`config.mk`:
```
export PLATFORM = sky130hd
export DESIGN_NAME = dmem_ctrl_flat
export DESIGN_NICKNAME = d
export VERILOG_FILES = /design/src/rtl/dmem_pkg.sv /design/src/rtl/dmem_ctrl_if.sv /design/src/rtl/dmem_dump_fsm.sv /design/src/rtl/dmem_ctrl.sv /design/src/flat_wrapper.sv
export SDC_FILE = /design/constraint.sdc
export NUM_CORES = 1
export LEC_CHECK = 0
export BUFFER_PORTS_ARGS = -buffer_cell sky130_fd_sc_hd__buf_2
export CORE_UTILIZATION = 45
export CTS_CLUSTER_SIZE = 12
export DETAILED_ROUTE_END_ITERATION = 8
export GPL_ROUTABILITY_DRIVEN = 0
export MAX_ROUTING_LAYER = met4
export PLACE_DENSITY = 0.87
export SYNTH_ARGS = -nofsm -noshare
export SYNTH_HDL_FRONTEND = slang
export SYNTH_SLANG_ARGS = --single-unit
```
`constraint.sdc`:
```
create_clock -name clk -period 2.63 [get_ports clk]
set_input_delay 0.526 -clock clk [delete_from_list [all_inputs] [get_ports clk]]
set_output_delay 0.526 -clock clk [all_outputs]
set_load 0.005 [all_outputs]
```
`src/rtl/dmem_pkg.sv`:
```
// Shared definitions for the data-memory controller: default bus widths and
// the dump engine state encoding.
package dmem_pkg;

  localparam int DATA_W_DEF = 32;
  localparam int ADDR_W_DEF = 10;

  typedef enum logic [1:0] {
    ST_IDLE = 2'd0,
    ST_READ = 2'd1,
    ST_HOLD = 2'd2,
    ST_DONE = 2'd3
  } dump_state_e;

  function automatic logic state_is_busy(dump_state_e s);
    return s != ST_IDLE;
  endfunction

endpackage

```
`src/rtl/dmem_ctrl_if.sv`:
```
// Bundle of the CPU, dump-control, debug-stream and RAM-port signals around
// the data-memory controller. slave = controller side, master = environment.
interface dmem_ctrl_if #(
  parameter int DATA_W = 32,
  parameter int ADDR_W = 10
);
  logic              cpu_en;
  logic              cpu_we;
  logic [ADDR_W-1:0] cpu_addr;
  logic [DATA_W-1:0] cpu_wdata;
  logic [DATA_W-1:0] cpu_rdata;

  logic              dump_start;
  logic              dump_busy;
  logic              dump_done;

  logic [DATA_W-1:0] dbg_data;
  logic [ADDR_W-1:0] dbg_addr;
  logic              dbg_valid;
  logic              dbg_last;
  logic              dbg_ready;

  logic [ADDR_W-1:0] ram_addr;
  logic [DATA_W-1:0] ram_din;
  logic              ram_we;
  logic              ram_en;
  logic [DATA_W-1:0] ram_dout;

  modport slave (
    input  cpu_en, cpu_we, cpu_addr, cpu_wdata, dump_start, dbg_ready, ram_dout,
    output cpu_rdata, dump_busy, dump_done, dbg_data, dbg_addr, dbg_valid, dbg_last,
           ram_addr, ram_din, ram_we, ram_en
  );

  modport master (
    output cpu_en, cpu_we, cpu_addr, cpu_wdata, dump_start, dbg_ready, ram_dout,
    input  cpu_rdata, dump_busy, dump_done, dbg_data, dbg_addr, dbg_valid, dbg_last,
           ram_addr, ram_din, ram_we, ram_en
  );
endinterface

```
`src/rtl/dmem_dump_fsm.sv`:
```
// Background dump engine: walks the RAM from address 0 in CPU-idle cycles and
// presents each word on a registered valid/ready stream.
module dmem_dump_fsm
  import dmem_pkg::*;
#(
  parameter int DATA_W   = DATA_W_DEF,
  parameter int ADDR_W   = ADDR_W_DEF,
  parameter int DUMP_LEN = 1024
) (
  input  logic              clk,
  input  logic              rst_n,
  input  logic              i_start,
  input  logic              i_cpu_en,
  input  logic [DATA_W-1:0] i_ram_dout,
  input  logic              i_dbg_ready,
  output logic              o_read,
  output logic [ADDR_W-1:0] o_ptr,
  output logic              o_busy,
  output logic              o_done,
  output logic [DATA_W-1:0] o_dbg_data,
  output logic [ADDR_W-1:0] o_dbg_addr,
  output logic              o_dbg_valid,
  output logic              o_dbg_last
);

  localparam logic [ADDR_W-1:0] LAST_PTR = ADDR_W'(DUMP_LEN - 1);

  dump_state_e       r_state;
  dump_state_e       w_state_next;
  logic [ADDR_W-1:0] r_ptr;
  logic [ADDR_W-1:0] w_ptr_next;
  logic [DATA_W-1:0] r_dbg_data;
  logic [ADDR_W-1:0] r_dbg_addr;
  logic              r_dbg_valid;
  logic              r_dbg_last;
  logic              w_capture;
  logic              w_accept;

  always_comb begin
    w_state_next = r_state;
    w_ptr_next   = r_ptr;
    w_capture    = 1'b0;
    w_accept     = 1'b0;
    case (r_state)
      ST_IDLE: begin
        if (i_start) begin
          w_state_next = ST_READ;
          w_ptr_next   = '0;
        end
      end
      // The CPU owns the RAM port whenever it asks; the read simply retries.
      ST_READ: begin
        if (!i_cpu_en) begin
          w_capture    = 1'b1;
          w_state_next = ST_HOLD;
        end
      end
      ST_HOLD: begin
        if (i_dbg_ready) begin
          w_accept = 1'b1;
          if (r_dbg_last) begin
            w_state_next = ST_DONE;
          end else begin
            w_ptr_next   = r_ptr + ADDR_W'(1);
            w_state_next = ST_READ;
          end
        end
      end
      ST_DONE: w_state_next = ST_IDLE;
      default: w_state_next = ST_IDLE;
    endcase
  end

  always_ff @(posedge clk or negedge rst_n) begin
    if (!rst_n) begin
      r_state     <= ST_IDLE;
      r_ptr       <= '0;
      r_dbg_data  <= '0;
      r_dbg_addr  <= '0;
      r_dbg_valid <= 1'b0;
      r_dbg_last  <= 1'b0;
    end else begin
      r_state <= w_state_next;
      r_ptr   <= w_ptr_next;
      if (w_capture) begin
        r_dbg_data  <= i_ram_dout;
        r_dbg_addr  <= r_ptr;
        r_dbg_valid <= 1'b1;
        r_dbg_last  <= (r_ptr == LAST_PTR);
      end else if (w_accept) begin
        r_dbg_valid <= 1'b0;
        r_dbg_last  <= 1'b0;
      end
    end
  end

  assign o_read      = (r_state == ST_READ);
  assign o_ptr       = r_ptr;
  assign o_busy      = state_is_busy(r_state);
  assign o_done      = (r_state == ST_DONE);
  assign o_dbg_data  = r_dbg_data;
  assign o_dbg_addr  = r_dbg_addr;
  assign o_dbg_valid = r_dbg_valid;
  assign o_dbg_last  = r_dbg_last;

endmodule

```
`src/rtl/dmem_ctrl.sv`:
```
// Data-memory access controller: CPU has fixed priority on the single RAM
// port; the dump engine borrows idle cycles for read-only streaming.
module dmem_ctrl
  import dmem_pkg::*;
#(
  parameter int DATA_W   = DATA_W_DEF,
  parameter int ADDR_W   = ADDR_W_DEF,
  parameter int DUMP_LEN = 1024
) (
  input logic       clk,
  input logic       rst_n,
  dmem_ctrl_if.slave bus
);

  logic              w_read;
  logic [ADDR_W-1:0] w_ptr;

  dmem_dump_fsm #(
    .DATA_W   (DATA_W),
    .ADDR_W   (ADDR_W),
    .DUMP_LEN (DUMP_LEN)
  ) u_dump (
    .clk         (clk),
    .rst_n       (rst_n),
    .i_start     (bus.dump_start),
    .i_cpu_en    (bus.cpu_en),
    .i_ram_dout  (bus.ram_dout),
    .i_dbg_ready (bus.dbg_ready),
    .o_read      (w_read),
    .o_ptr       (w_ptr),
    .o_busy      (bus.dump_busy),
    .o_done      (bus.dump_done),
    .o_dbg_data  (bus.dbg_data),
    .o_dbg_addr  (bus.dbg_addr),
    .o_dbg_valid (bus.dbg_valid),
    .o_dbg_last  (bus.dbg_last)
  );

  // Only the CPU branch can raise ram_we; the dump path is read-only.
  always_comb begin
    bus.ram_addr = '0;
    bus.ram_din  = '0;
    bus.ram_we   = 1'b0;
    bus.ram_en   = 1'b0;
    if (bus.cpu_en) begin
      bus.ram_addr = bus.cpu_addr;
      bus.ram_din  = bus.cpu_wdata;
      bus.ram_we   = bus.cpu_we;
      bus.ram_en   = 1'b1;
    end else if (w_read) begin
      bus.ram_addr = w_ptr;
      bus.ram_en   = 1'b1;
    end
  end

  assign bus.cpu_rdata = bus.ram_dout;

endmodule

```
`src/flat_wrapper.sv`:
```
// flat-port wrapper written by rule: the top's interface ports become plain ports
module dmem_ctrl_flat import dmem_pkg::*;
#(
  parameter int DATA_W   = DATA_W_DEF,
  parameter int ADDR_W   = ADDR_W_DEF,
  parameter int DUMP_LEN = 1024
)
  (clk, rst_n, bus_cpu_en, bus_cpu_we, bus_cpu_addr, bus_cpu_wdata, bus_dump_start, bus_dbg_ready, bus_ram_dout, bus_cpu_rdata, bus_dump_busy, bus_dump_done, bus_dbg_data, bus_dbg_addr, bus_dbg_valid, bus_dbg_last, bus_ram_addr, bus_ram_din, bus_ram_we, bus_ram_en);
  dmem_ctrl_if #(.DATA_W(DATA_W), .ADDR_W(ADDR_W)) bus_i ();
  input logic clk;
  input logic rst_n;
  input wire logic [$bits(bus_i.cpu_en)-1:0] bus_cpu_en;
  input wire logic [$bits(bus_i.cpu_we)-1:0] bus_cpu_we;
  input wire logic [$bits(bus_i.cpu_addr)-1:0] bus_cpu_addr;
  input wire logic [$bits(bus_i.cpu_wdata)-1:0] bus_cpu_wdata;
  input wire logic [$bits(bus_i.dump_start)-1:0] bus_dump_start;
  input wire logic [$bits(bus_i.dbg_ready)-1:0] bus_dbg_ready;
  input wire logic [$bits(bus_i.ram_dout)-1:0] bus_ram_dout;
  output wire logic [$bits(bus_i.cpu_rdata)-1:0] bus_cpu_rdata;
  output wire logic [$bits(bus_i.dump_busy)-1:0] bus_dump_busy;
  output wire logic [$bits(bus_i.dump_done)-1:0] bus_dump_done;
  output wire logic [$bits(bus_i.dbg_data)-1:0] bus_dbg_data;
  output wire logic [$bits(bus_i.dbg_addr)-1:0] bus_dbg_addr;
  output wire logic [$bits(bus_i.dbg_valid)-1:0] bus_dbg_valid;
  output wire logic [$bits(bus_i.dbg_last)-1:0] bus_dbg_last;
  output wire logic [$bits(bus_i.ram_addr)-1:0] bus_ram_addr;
  output wire logic [$bits(bus_i.ram_din)-1:0] bus_ram_din;
  output wire logic [$bits(bus_i.ram_we)-1:0] bus_ram_we;
  output wire logic [$bits(bus_i.ram_en)-1:0] bus_ram_en;
  assign bus_i.cpu_en = bus_cpu_en;
  assign bus_i.cpu_we = bus_cpu_we;
  assign bus_i.cpu_addr = bus_cpu_addr;
  assign bus_i.cpu_wdata = bus_cpu_wdata;
  assign bus_i.dump_start = bus_dump_start;
  assign bus_i.dbg_ready = bus_dbg_ready;
  assign bus_i.ram_dout = bus_ram_dout;
  assign bus_cpu_rdata = bus_i.cpu_rdata;
  assign bus_dump_busy = bus_i.dump_busy;
  assign bus_dump_done = bus_i.dump_done;
  assign bus_dbg_data = bus_i.dbg_data;
  assign bus_dbg_addr = bus_i.dbg_addr;
  assign bus_dbg_valid = bus_i.dbg_valid;
  assign bus_dbg_last = bus_i.dbg_last;
  assign bus_ram_addr = bus_i.ram_addr;
  assign bus_ram_din = bus_i.ram_din;
  assign bus_ram_we = bus_i.ram_we;
  assign bus_ram_en = bus_i.ram_en;
  dmem_ctrl #(.DATA_W(DATA_W), .ADDR_W(ADDR_W), .DUMP_LEN(DUMP_LEN)) u_core (.clk(clk), .rst_n(rst_n), .bus(bus_i));
endmodule
```
==> results of run 1 <==
metrics by stage:
stage               cell area (um2)  std cells  setup WS, ns  util, %  hold WS (ns)
finish                         3810        494         0.457     62.8         0.290
global route                   3810        494         0.317     62.8         0.337
CTS                            3810        494         0.437     62.8         0.307
detailed placement             3710        486         0.633     61.3         0.490
global placement               3710        486         0.669     61.3         0.486
floorplan                      2890        252         0.601        -         0.230
worst paths after layout:
kind	startpoint	endpoint	slack [ns]	cells after the start
max reg2reg	u_core.u_dump.r_state[0]	u_core.u_dump.o_ptr[7]	0.75	4
max in group asynchronous	rst_n	u_core.u_dump.o_ptr[2]	1.67	2
max	u_core.u_dump.r_state[0]	bus_ram_addr[9]	0.46	3
min	rst_n	u_core.u_dump.o_dbg_data[16]	0.29	1
min in group clk	bus_ram_dout[30]	u_core.u_dump.o_dbg_data[30]	0.47	2
min reg2reg	u_core.u_dump.o_dbg_data[18]	u_core.u_dump.o_dbg_data[18]	0.51	1
cell usage after synthesis:
| master | count |
|---|---|
| or3_1 | 1 |
| or3b_1 | 1 |
| and2_1 | 35 |
| nand4_1 | 3 |
| a22o_1 | 10 |
| buf_6 | 2 |
| a21o_1 | 2 |
| xnor2_1 | 7 |
| buf_1 | 1 |
| ha_1 | 1 |
| nand4bb_1 | 1 |
| mux2i_1 | 1 |
| a2111oi_4 | 1 |
| o21ai_0 | 6 |
| nor2_2 | 1 |
| buf_2 | 6 |
| a211oi_1 | 2 |
| inv_1 | 6 |
| or2_2 | 1 |
| a211oi_2 | 1 |
| a21boi_1 | 1 |
| and3_1 | 1 |
| a31oi_1 | 1 |
| nand3_1 | 3 |
| mux2_2 | 42 |
| clkbuf_1 | 7 |
| dfrtp_1 | 56 |
| nor2_1 | 9 |
| buf_4 | 32 |
| nand2_1 | 6 |
| a41o_1 | 1 |
| a21oi_1 | 4 |
metal layers:
layer	track usage [%]	wire length, um	part of all wire, %
met1	23.2	2680	38
met2	40.2	3780	54
met3	4.29	565	8.0
met4	4.56	34	0.48
met5	-	0	0
flip-flops by register name (all words and copies together) (netlist names):
| signal | count |
|---|---|
| u_core.u_dump.o_dbg_data | 32 |
| u_core.u_dump.o_dbg_addr | 10 |
| u_core.u_dump.o_ptr | 10 |
| u_core.u_dump.r_state | 2 |
| u_core.u_dump.o_dbg_last | 1 |
| u_core.u_dump.o_dbg_valid | 1 |
cell type report:
cell class / count / area, um2 / area share, %
Tap cell: 75 / 93.8 / 2.47
Inverter: 6 / 22.5 / 0.592
Clock buffer: 7 / 86.3 / 2.27
Clock inverter: 1 / 7.51 / 0.197
Sequential cell: 56 / 1400 / 36.8
Multi-Input combinational cell: 142 / 1140 / 30.0
Timing Repair Buffer: 207 / 1050 / 27.6
logic make-up after synthesis:
group | count (synthesis)
DFF | 56
and+or+nand+nor | 62
xor gates and xnor gates | 7
muxes | 43
buffers and inverters | 54
AOI/OAI and AO/OA | 29
adders and majority gates | 1
worst reg2reg max path: stages (launching register included):
cell      delay, ns
dfrtp_1        0.49
or3b_1         0.56
a211oi_2       0.38
a31oi_1        0.12
a41o_1         0.21
layout by cell type (no fill, tap or decap):
cell type / n
clkinvlp_4: 1
a2111oi_4: 1
nand3_1: 3
nand2_1: 6
a21o_1: 2
and2_1: 35
inv_1: 6
buf_4: 6
a31oi_1: 1
mux2_2: 42
a21boi_1: 1
or3_1: 1
a211oi_2: 1
nand4_1: 3
a211oi_1: 2
ha_1: 1
nor2_2: 1
o21ai_0: 6
or3b_1: 1
a22o_1: 10
buf_2: 201
nand4bb_1: 1
clkbuf_1: 1
mux2i_1: 1
nor2_1: 9
a41o_1: 1
clkbuf_8: 6
xnor2_1: 7
a21oi_1: 4
dfrtp_1: 56
or2_2: 1
and3_2: 1
power groups by stage:
stage                     Sequential [W]  Combinational [W]  Clock [W]
after floorplan                  0.00136           0.000641          0
after global placement           0.00135            0.00110          0
after detailed placement         0.00137            0.00114          0
after CTS                        0.00136            0.00115   0.000495
after global routing             0.00140            0.00124   0.000523
final                            0.00135            0.00112   0.000475
==> impl_metrics.py, run 1 <==
metrics = {
    "clock_network": {
        "clock-root-buffer": "clkbuf_8",
        "cts.path.max_buffers": 2,
        "cts_setup_buffers": 0,
        "clock-sinks": 56,
        "cts_resized": 0,
        "htree_levels": 2,
        "insertion_delay_ns": 0.30,
        "clk_pin_slew_ns": 0.10,
        "holdBufCountCts": 0,
        "cts_buffers": 5,
        "cts_tree": "built",
    },
    "run": {
        "maxCapViolations": 0,
    },
    "worst_setup_path": {
        "crit_path_end_kind": "output pin",
        "crit_slowest_cell": "dfrtp_1",
        "cp.required_ns": 2.10,
        "startpoint_type": "flip-flop",
        "path_cells": "and3_2 > a22o_1 > buf_2",
        "critical_path_peak_fanout": 19,
        "cp.arrival_ns": 1.65,
        "path_delay_family": "flip-flops",
        "criticalPathCategory": "flip-flop to output pin",
        "crit_path_max_incr_delay_ns": 0.53,
        "cp.buffers_inverters": 1,
    },
    "power_and_ir_drop": {
        "swShare_pct": 31.7,
        "powerDensity_nw_per_um2": 775,
        "p_int_w": 0.00202,
        "power_w": 0.00295,
        "p_sw_w": 0.000935,
        "seqPwrFrac_pct": 45.9,
        "max-vdd-ir-drop_uv": 630,
        "p_leak_nw": 2.05,
        "p_clk_share_pct": 16.1,
        "combPwrFrac_pct": 38.1,
    },
    "final_layout": {
        "drive_gt1_share_pct": 62.3,
        "diodes": 0,
        "fillers": 534,
        "syn_to_final_growth_pct": 31.7,
        "fin_nets": 499,
    },
    "floorplan": {
        "die_h_um": 82.1,
        "die_w_um": 82.1,
        "io_pins": 202,
        "initial_core_util_pct": 47.7,
        "core-area_um2": 6060,
        "rows": 28,
        "dieArea_um2": 6740,
    },
    "sta": {
        "clock_skew_ns": 0.00682,
        "finalCritPeriodShare_pct": 82.6,
        "max_freq_ghz": 0.460,
        "final-setup-viol-count": 0,
        "tns_ns": 0,
        "max_slew_margin_pct": 49.0,
        "tightestPinTransition_ns": 0.764,
        "finalHoldViolCount": 0,
        "rsz0062_at_grt": "false",
        "min_period_ns": 2.17,
        "drv_slew": 0,
    },
    "drt": {
        "finalWirelength_um": 7060,
        "antenna_left": 0,
        "dr_total_vias": 2466,
        "wl_per_cell_um": 14.3,
        "first_pass_iters": 4,
        "first_iter_violations": 50,
        "drcViolationCount": 0,
        "vias_per_cell": 4.99,
    },
    "global_route": {
        "grt_max_degree": 46,
        "grt_pass1_wl_um": 10300,
        "grt_use_total_pct": 21.4,
        "grt_overflow": 0,
        "grt_pass1_vias": 2171,
        "antenna_found_initial": 0,
    },
    "synthesis": {
        "synth_top_area_share_pct": 48.5,
        "synth_top_family_by_area": "multiplexers",
        "synth.area.mux_share_pct": 16.7,
        "synth.ff_latch_count": 56,
        "synth_nets": 333,
        "synthXorXnorAreaFrac_pct": 2.12,
        "synth_adder_area_share_pct": 0.433,
        "syn_avg_cell_area_um2": 11.5,
        "yosys.area_share.simple_pct": 12.3,
        "synth-warning-count": 0,
        "yosysSeqAreaShare_pct": 48.5,
        "syn_area_um2": 2890,
        "synth_compound_area_share_pct": 8.01,
        "ys_types": 32,
        "yosys-top-cells-area": "dfrtp_1, mux2_2, buf_4",
        "yosysTopAreaCell": "dfrtp_1",
        "synth_cells": 252,
    },
    "placed_design": {
        "port_buffers": 201,
        "dp_hpwl_um": 5610,
    },
    "hold_path": {
        "hp-class": "input pin to asynchronous set/reset pin",
    },
    "status": {
        "status": "complete, no violations",
    },
}
Power figures use the tool's default switching activity.
==> run 2, diff against run 1 <==
CORE_UTILIZATION = 37   (was 45)
PLACE_DENSITY = 0.76   (was 0.87)
clock period = 1.76 ns   (was 2.63 ns; I/O delays follow)
==> impl_metrics.py, run 2 (synthesis results as in run 1) <==
metrics = {
    "sta": {
        "tns_ns": -0.0136,
        "clock_skew_ns": 0.00760,
        "finalCritPeriodShare_pct": 100,
        "min_period_ns": 1.77,
        "tightestPinTransition_ns": 0.476,
        "rsz0062_at_grt": "true",
        "final-setup-viol-count": 3,
        "max_slew_margin_pct": 68.3,
        "fin_ws_ns": -0.00526,
        "max_freq_ghz": 0.566,
        "finalHoldViolCount": 8,
        "drv_slew": 0,
        "worst_hold_slack_ns": -0.00803,
    },
    "placed_design": {
        "dp_hpwl_um": 5500,
        "place_area_um2": 3830,
        "port_buffers": 201,
        "preCtsSetupSlack_ns": 0.107,
    },
    "global_route": {
        "antenna_found_initial": 0,
        "grt_pass1_wl_um": 11800,
        "grtUsageMet1_pct": 19.8,
        "use_met3_pct": 4.88,
        "grt_pass1_vias": 2498,
        "grt_max_degree": 46,
        "grt_busiest_layer": "met2",
        "grt_use_total_pct": 18.3,
        "grt_use_met2_pct": 32.8,
        "grt_overflow": 0,
    },
    "clock_network": {
        "clk_pin_slew_ns": 0.09,
        "holdBufCountCts": 0,
        "clock-root-buffer": "clkbuf_8",
        "insertion_delay_ns": 0.30,
        "cts_buffers": 5,
        "clock-sinks": 56,
        "cts_tree": "built",
        "htree_levels": 2,
        "cts.path.max_buffers": 2,
    },
    "floorplan": {
        "dieArea_um2": 8170,
        "die_w_um": 90.4,
        "io_pins": 202,
        "rows": 31,
        "initial_core_util_pct": 39.0,
        "core-area_um2": 7410,
        "die_h_um": 90.4,
    },
    "worst_setup_path": {
        "path_delay_family": "flip-flops",
        "cp.required_ns": 1.41,
        "critical_path_peak_fanout": 13,
        "crit_slowest_cell": "dfrtp_1",
        "path_cells": "and3_4 > buf_12 > a22o_1 > buf_2",
        "crit_path_max_incr_delay_ns": 0.45,
        "cp.arrival_ns": 1.41,
        "cp.buffers_inverters": 2,
        "crit_path_end_kind": "output pin",
        "criticalPathCategory": "flip-flop to output pin",
        "startpoint_type": "flip-flop",
    },
    "final_layout": {
        "fin_area_um2": 4050,
        "diodes": 0,
        "fillers": 678,
        "final_common_cell": "buf_2",
        "mostFrequentLayoutCells": "buf_2, dfrtp_1, mux2_2",
        "drive_gt1_share_pct": 64.4,
        "largest_reg_flops": 32,
        "fin_nets": 517,
        "syn_to_final_growth_pct": 40.2,
    },
    "status": {
        "status": "complete, but fails checks",
        "failed_checks": "negative hold slack, negative setup slack",
    },
    "drt": {
        "wl_per_cell_um": 13.6,
        "finalWirelength_um": 7280,
        "dr_total_vias": 2512,
        "first_pass_iters": 4,
        "first_iter_violations": 91,
        "drcViolationCount": 0,
        "antenna_left": 0,
        "vias_per_cell": 4.70,
    },
    "hold_path": {
        "hp-class": "input pin to asynchronous set/reset pin",
    },
    "run": {
        "maxCapViolations": 0,
    },
    "power_and_ir_drop": {
        "seqPwrFrac_pct": 42.4,
        "p_leak_nw": 2.16,
        "swShare_pct": 30.8,
        "powerDensity_nw_per_um2": 1160,
        "p_sw_w": 0.00145,
        "max-vdd-ir-drop_uv": 539,
        "p_clk_share_pct": 14.0,
        "combPwrFrac_pct": 43.7,
        "p_int_w": 0.00326,
    },
}
## run 2: changes by cell type in the layout (fill, tap and decap cells not counted), sizes merged
| cell | before | now |
|---|---|---|
| bufbuf | 0 | 1 |
| clkbuf | 7 | 6 |
| clkinv | 0 | 1 |
| clkinvlp | 1 | 0 |
| buf | 207 | 224 |
## run 2: worst paths after layout
kind                                                endpoint                    startpoint  depth (start not counted)  slack (ns)
worst min register to register  u_core.u_dump.o_dbg_data[20]  u_core.u_dump.o_dbg_data[20]                          1        0.51
max in group asynchronous             u_core.u_dump.o_ptr[1]                         rst_n                          2        1.22
worst min-delay path            u_core.u_dump.o_dbg_data[26]                         rst_n                          1      -0.008
worst max-delay path                         bus_ram_addr[2]      u_core.u_dump.r_state[0]                          4      -0.005
min in group clk                 u_core.u_dump.o_dbg_data[9]               bus_ram_dout[9]                          2        0.29
worst max register to register   u_core.u_dump.o_dbg_addr[3]      u_core.u_dump.r_state[1]                          7        0.05
## run 2: timing repair
action                                  4_1_cts  5_1_grt
buffers inserted                              4        8
gates resized for setup                       1        6
gates cloned                                  1        0
endpoints found under the setup margin       10       21
pin swaps                                     1        2
hold endpoints to repair                      0        0
## run 2: routing by layer
layer	up-vias	share of wire, %	wire length, um
met5	-	0	0
met4	0	2.3	165
met3	15	7.8	571
met2	129	52	3760
met1	1184	38	2780
li1	1184	-	-
## run 2: layout make-up
cell class / count / area, um2 / area share, %
inverter: 6 / 22.5 / 0.556
timing repair buffer: 225 / 1270 / 31.3
clock inverter: 1 / 5.00 / 0.124
clock buffer: 6 / 72.6 / 1.79
tap: 99 / 124 / 3.06
sequential: 56 / 1400 / 34.6
multi-input combinational: 142 / 1160 / 28.6
## run 2: metrics by stage
step	util [%]	cells	hold WS, ns	total power, W
after floorplan	-	252	0.0564	0.00299
after global placement	51.7	515	0.337	0.00379
after detailed placement	51.7	515	0.340	0.00385
after CTS	53.6	527	0.00164	0.00464
after global routing	54.7	535	0.0146	0.00506
final	54.7	535	-0.00803	0.00472
## run 2: power by group through the flow
stage               Combinational (W)  Sequential [W]  Clock, W
floorplan                    0.000957         0.00203         0
global placement              0.00180         0.00200         0
detailed placement            0.00184         0.00201         0
CTS                           0.00196         0.00199  0.000687
global route                  0.00224         0.00207  0.000748
finish                        0.00206         0.00200  0.000658
==> run 3, diff against run 2 <==
CAP_MARGIN = 20   (was unset)
PLACE_DENSITY = 0.87   (was 0.76)
==> impl_metrics.py, run 3 (synthesis results as in run 1) <==
metrics = {
    "clock_network": {
        "clk_pin_slew_ns": 0.10,
        "cts_buffers": 5,
        "htree_levels": 2,
        "cts_tree": "built",
        "insertion_delay_ns": 0.30,
        "cts.path.max_buffers": 2,
        "clock-root-buffer": "clkbuf_8",
        "clock-sinks": 56,
    },
    "drt": {
        "antenna_left": 0,
        "wl_met3_um": 597,
        "dr_total_vias": 2528,
        "met1_length_um": 3120,
        "first_pass_iters": 4,
        "highest_layer": "met4",
        "vias_per_cell": 4.74,
        "first_iter_violations": 72,
        "met2_length_um": 4140,
        "wl_per_cell_um": 15.2,
        "finalWirelength_um": 8130,
        "drcViolationCount": 0,
    },
    "sta": {
        "tightestPinTransition_ns": 0.464,
        "finalCritPeriodShare_pct": 98.6,
        "min_period_ns": 1.74,
        "max_freq_ghz": 0.576,
        "max_slew_margin_pct": 69.1,
        "final-setup-viol-count": 0,
        "drv_slew": 0,
        "rsz0062_at_grt": "true",
        "fin_ws_ns": 0.0243,
        "clock_skew_ns": 0.00535,
        "tns_ns": 0,
        "finalHoldViolCount": 0,
    },
    "worst_setup_path": {
        "criticalPathCategory": "flip-flop to output pin",
        "critical_path_peak_fanout": 5,
        "cp.arrival_ns": 1.38,
        "cp.required_ns": 1.41,
        "startpoint_type": "flip-flop",
        "crit_path_end_kind": "output pin",
    },
    "power_and_ir_drop": {
        "combPwrFrac_pct": 42.6,
        "max-vdd-ir-drop_uv": 669,
        "p_leak_nw": 2.14,
        "p_int_w": 0.00324,
        "swShare_pct": 31.6,
        "p_sw_w": 0.00149,
        "power_w": 0.00474,
        "p_clk_share_pct": 15.3,
        "powerDensity_nw_per_um2": 1180,
        "seqPwrFrac_pct": 42.1,
    },
    "placed_design": {
        "place_area_um2": 3820,
        "port_buffers": 201,
        "preCtsSetupSlack_ns": 0.0781,
        "dp_hpwl_um": 6110,
    },
    "floorplan": {
        "initial_core_util_pct": 39.0,
        "dieArea_um2": 8170,
        "die_w_um": 90.4,
        "rows": 31,
        "die_h_um": 90.4,
        "core-area_um2": 7410,
        "io_pins": 202,
    },
    "final_layout": {
        "syn_to_final_growth_pct": 38.9,
        "final_common_cell": "buf_2",
        "diodes": 0,
        "largest_reg_flops": 32,
        "drive_gt1_share_pct": 63.6,
        "mostFrequentLayoutCells": "buf_2, dfrtp_1, mux2_2",
        "fin_area_um2": 4010,
        "fin_util_pct": 54.2,
        "fin_nets": 514,
    },
    "global_route": {
        "grt_pass1_vias": 2626,
        "grt_overflow": 0,
        "grt_use_total_pct": 20.7,
        "antenna_found_initial": 0,
        "grt_pass1_wl_um": 13100,
        "grt_max_degree": 46,
    },
    "run": {
        "maxCapViolations": 0,
    },
    "status": {
        "status": "complete, no violations",
    },
    "hold_path": {
        "hp-class": "input pin to flip-flop",
    },
}
## run 3: changes by cell type in the layout (fill, tap and decap cells not counted), sizes merged
cell / before / now
clkinv: 1 / 0
clkbuf: 6 / 8
buf: 224 / 220
dlygate4sd3: 0 / 1
## run 3: metrics by stage
stage | hold slack, ns | std cells
floorplan | 0.0564 | 252
global placement | 0.325 | 517
detailed placement | 0.332 | 517
CTS | 0.275 | 532
global route | 0.273 | 533
finish | 0.284 | 533
## run 3: final timing paths
| check | from | to | slack [ns] | cells after the start |
|---|---|---|---|---|
| setup / recovery | u_core.u_dump.r_state[0] | bus_ram_addr[1] | 0.02 | 4 |
| hold / removal | bus_ram_dout[2] | u_core.u_dump.o_dbg_data[2] | 0.28 | 2 |
| setup reg to reg | u_core.u_dump.r_state[1] | u_core.u_dump.o_ptr[9] | 0.06 | 5 |
| hold reg to reg | u_core.u_dump.o_dbg_data[19] | u_core.u_dump.o_dbg_data[19] | 0.51 | 1 |
| max in group asynchronous | rst_n | u_core.u_dump.o_dbg_data[25] | 0.68 | 3 |
| min in group asynchronous | rst_n | u_core.u_dump.o_dbg_data[27] | 0.52 | 2 |
## run 3: worst max-delay path, cell delays in order (launching register included)
cell	delay, ns
dfrtp_1	0.42
and3_4	0.20
buf_4	0.16
a22o_1	0.18
buf_2	0.12
## run 3: layout make-up
cell class	instances	area (um2)
multi-input combinational	142	1160
clock buffer	8	90.1
tap	99	124
fill	666	3390
sequential	56	1400
inverter	6	22.5
timing repair buffer	222	1220
## run 3: timing repair
action,CTS,global route
cloned,1,0
gates resized for setup,2,3
pin swaps,0,1
endpoints found under the setup margin,10,19
endpoints found under the hold margin,19,0
hold buffers,1,0
buffers inserted,5,1
## run 3: routing by layer
| metal | global-route usage, % | vias to the layer above |
|---|---|---|
| li1 | - | 1181 |
| met1 | 22.6 | 1192 |
| met2 | 36.8 | 137 |
| met3 | 4.38 | 18 |
| met4 | 7.93 | 0 |
| met5 | - | - |
## run 3: power by group through the flow
stage	combinational (W)	sequential, W	clock (W)
final	0.00202	0.00199	0.000725
after global routing	0.00219	0.00205	0.000801
after CTS	0.00201	0.00199	0.000749
after detailed placement	0.00183	0.00203	0
after global placement	0.00177	0.00199	0
after floorplan	0.000957	0.00203	0
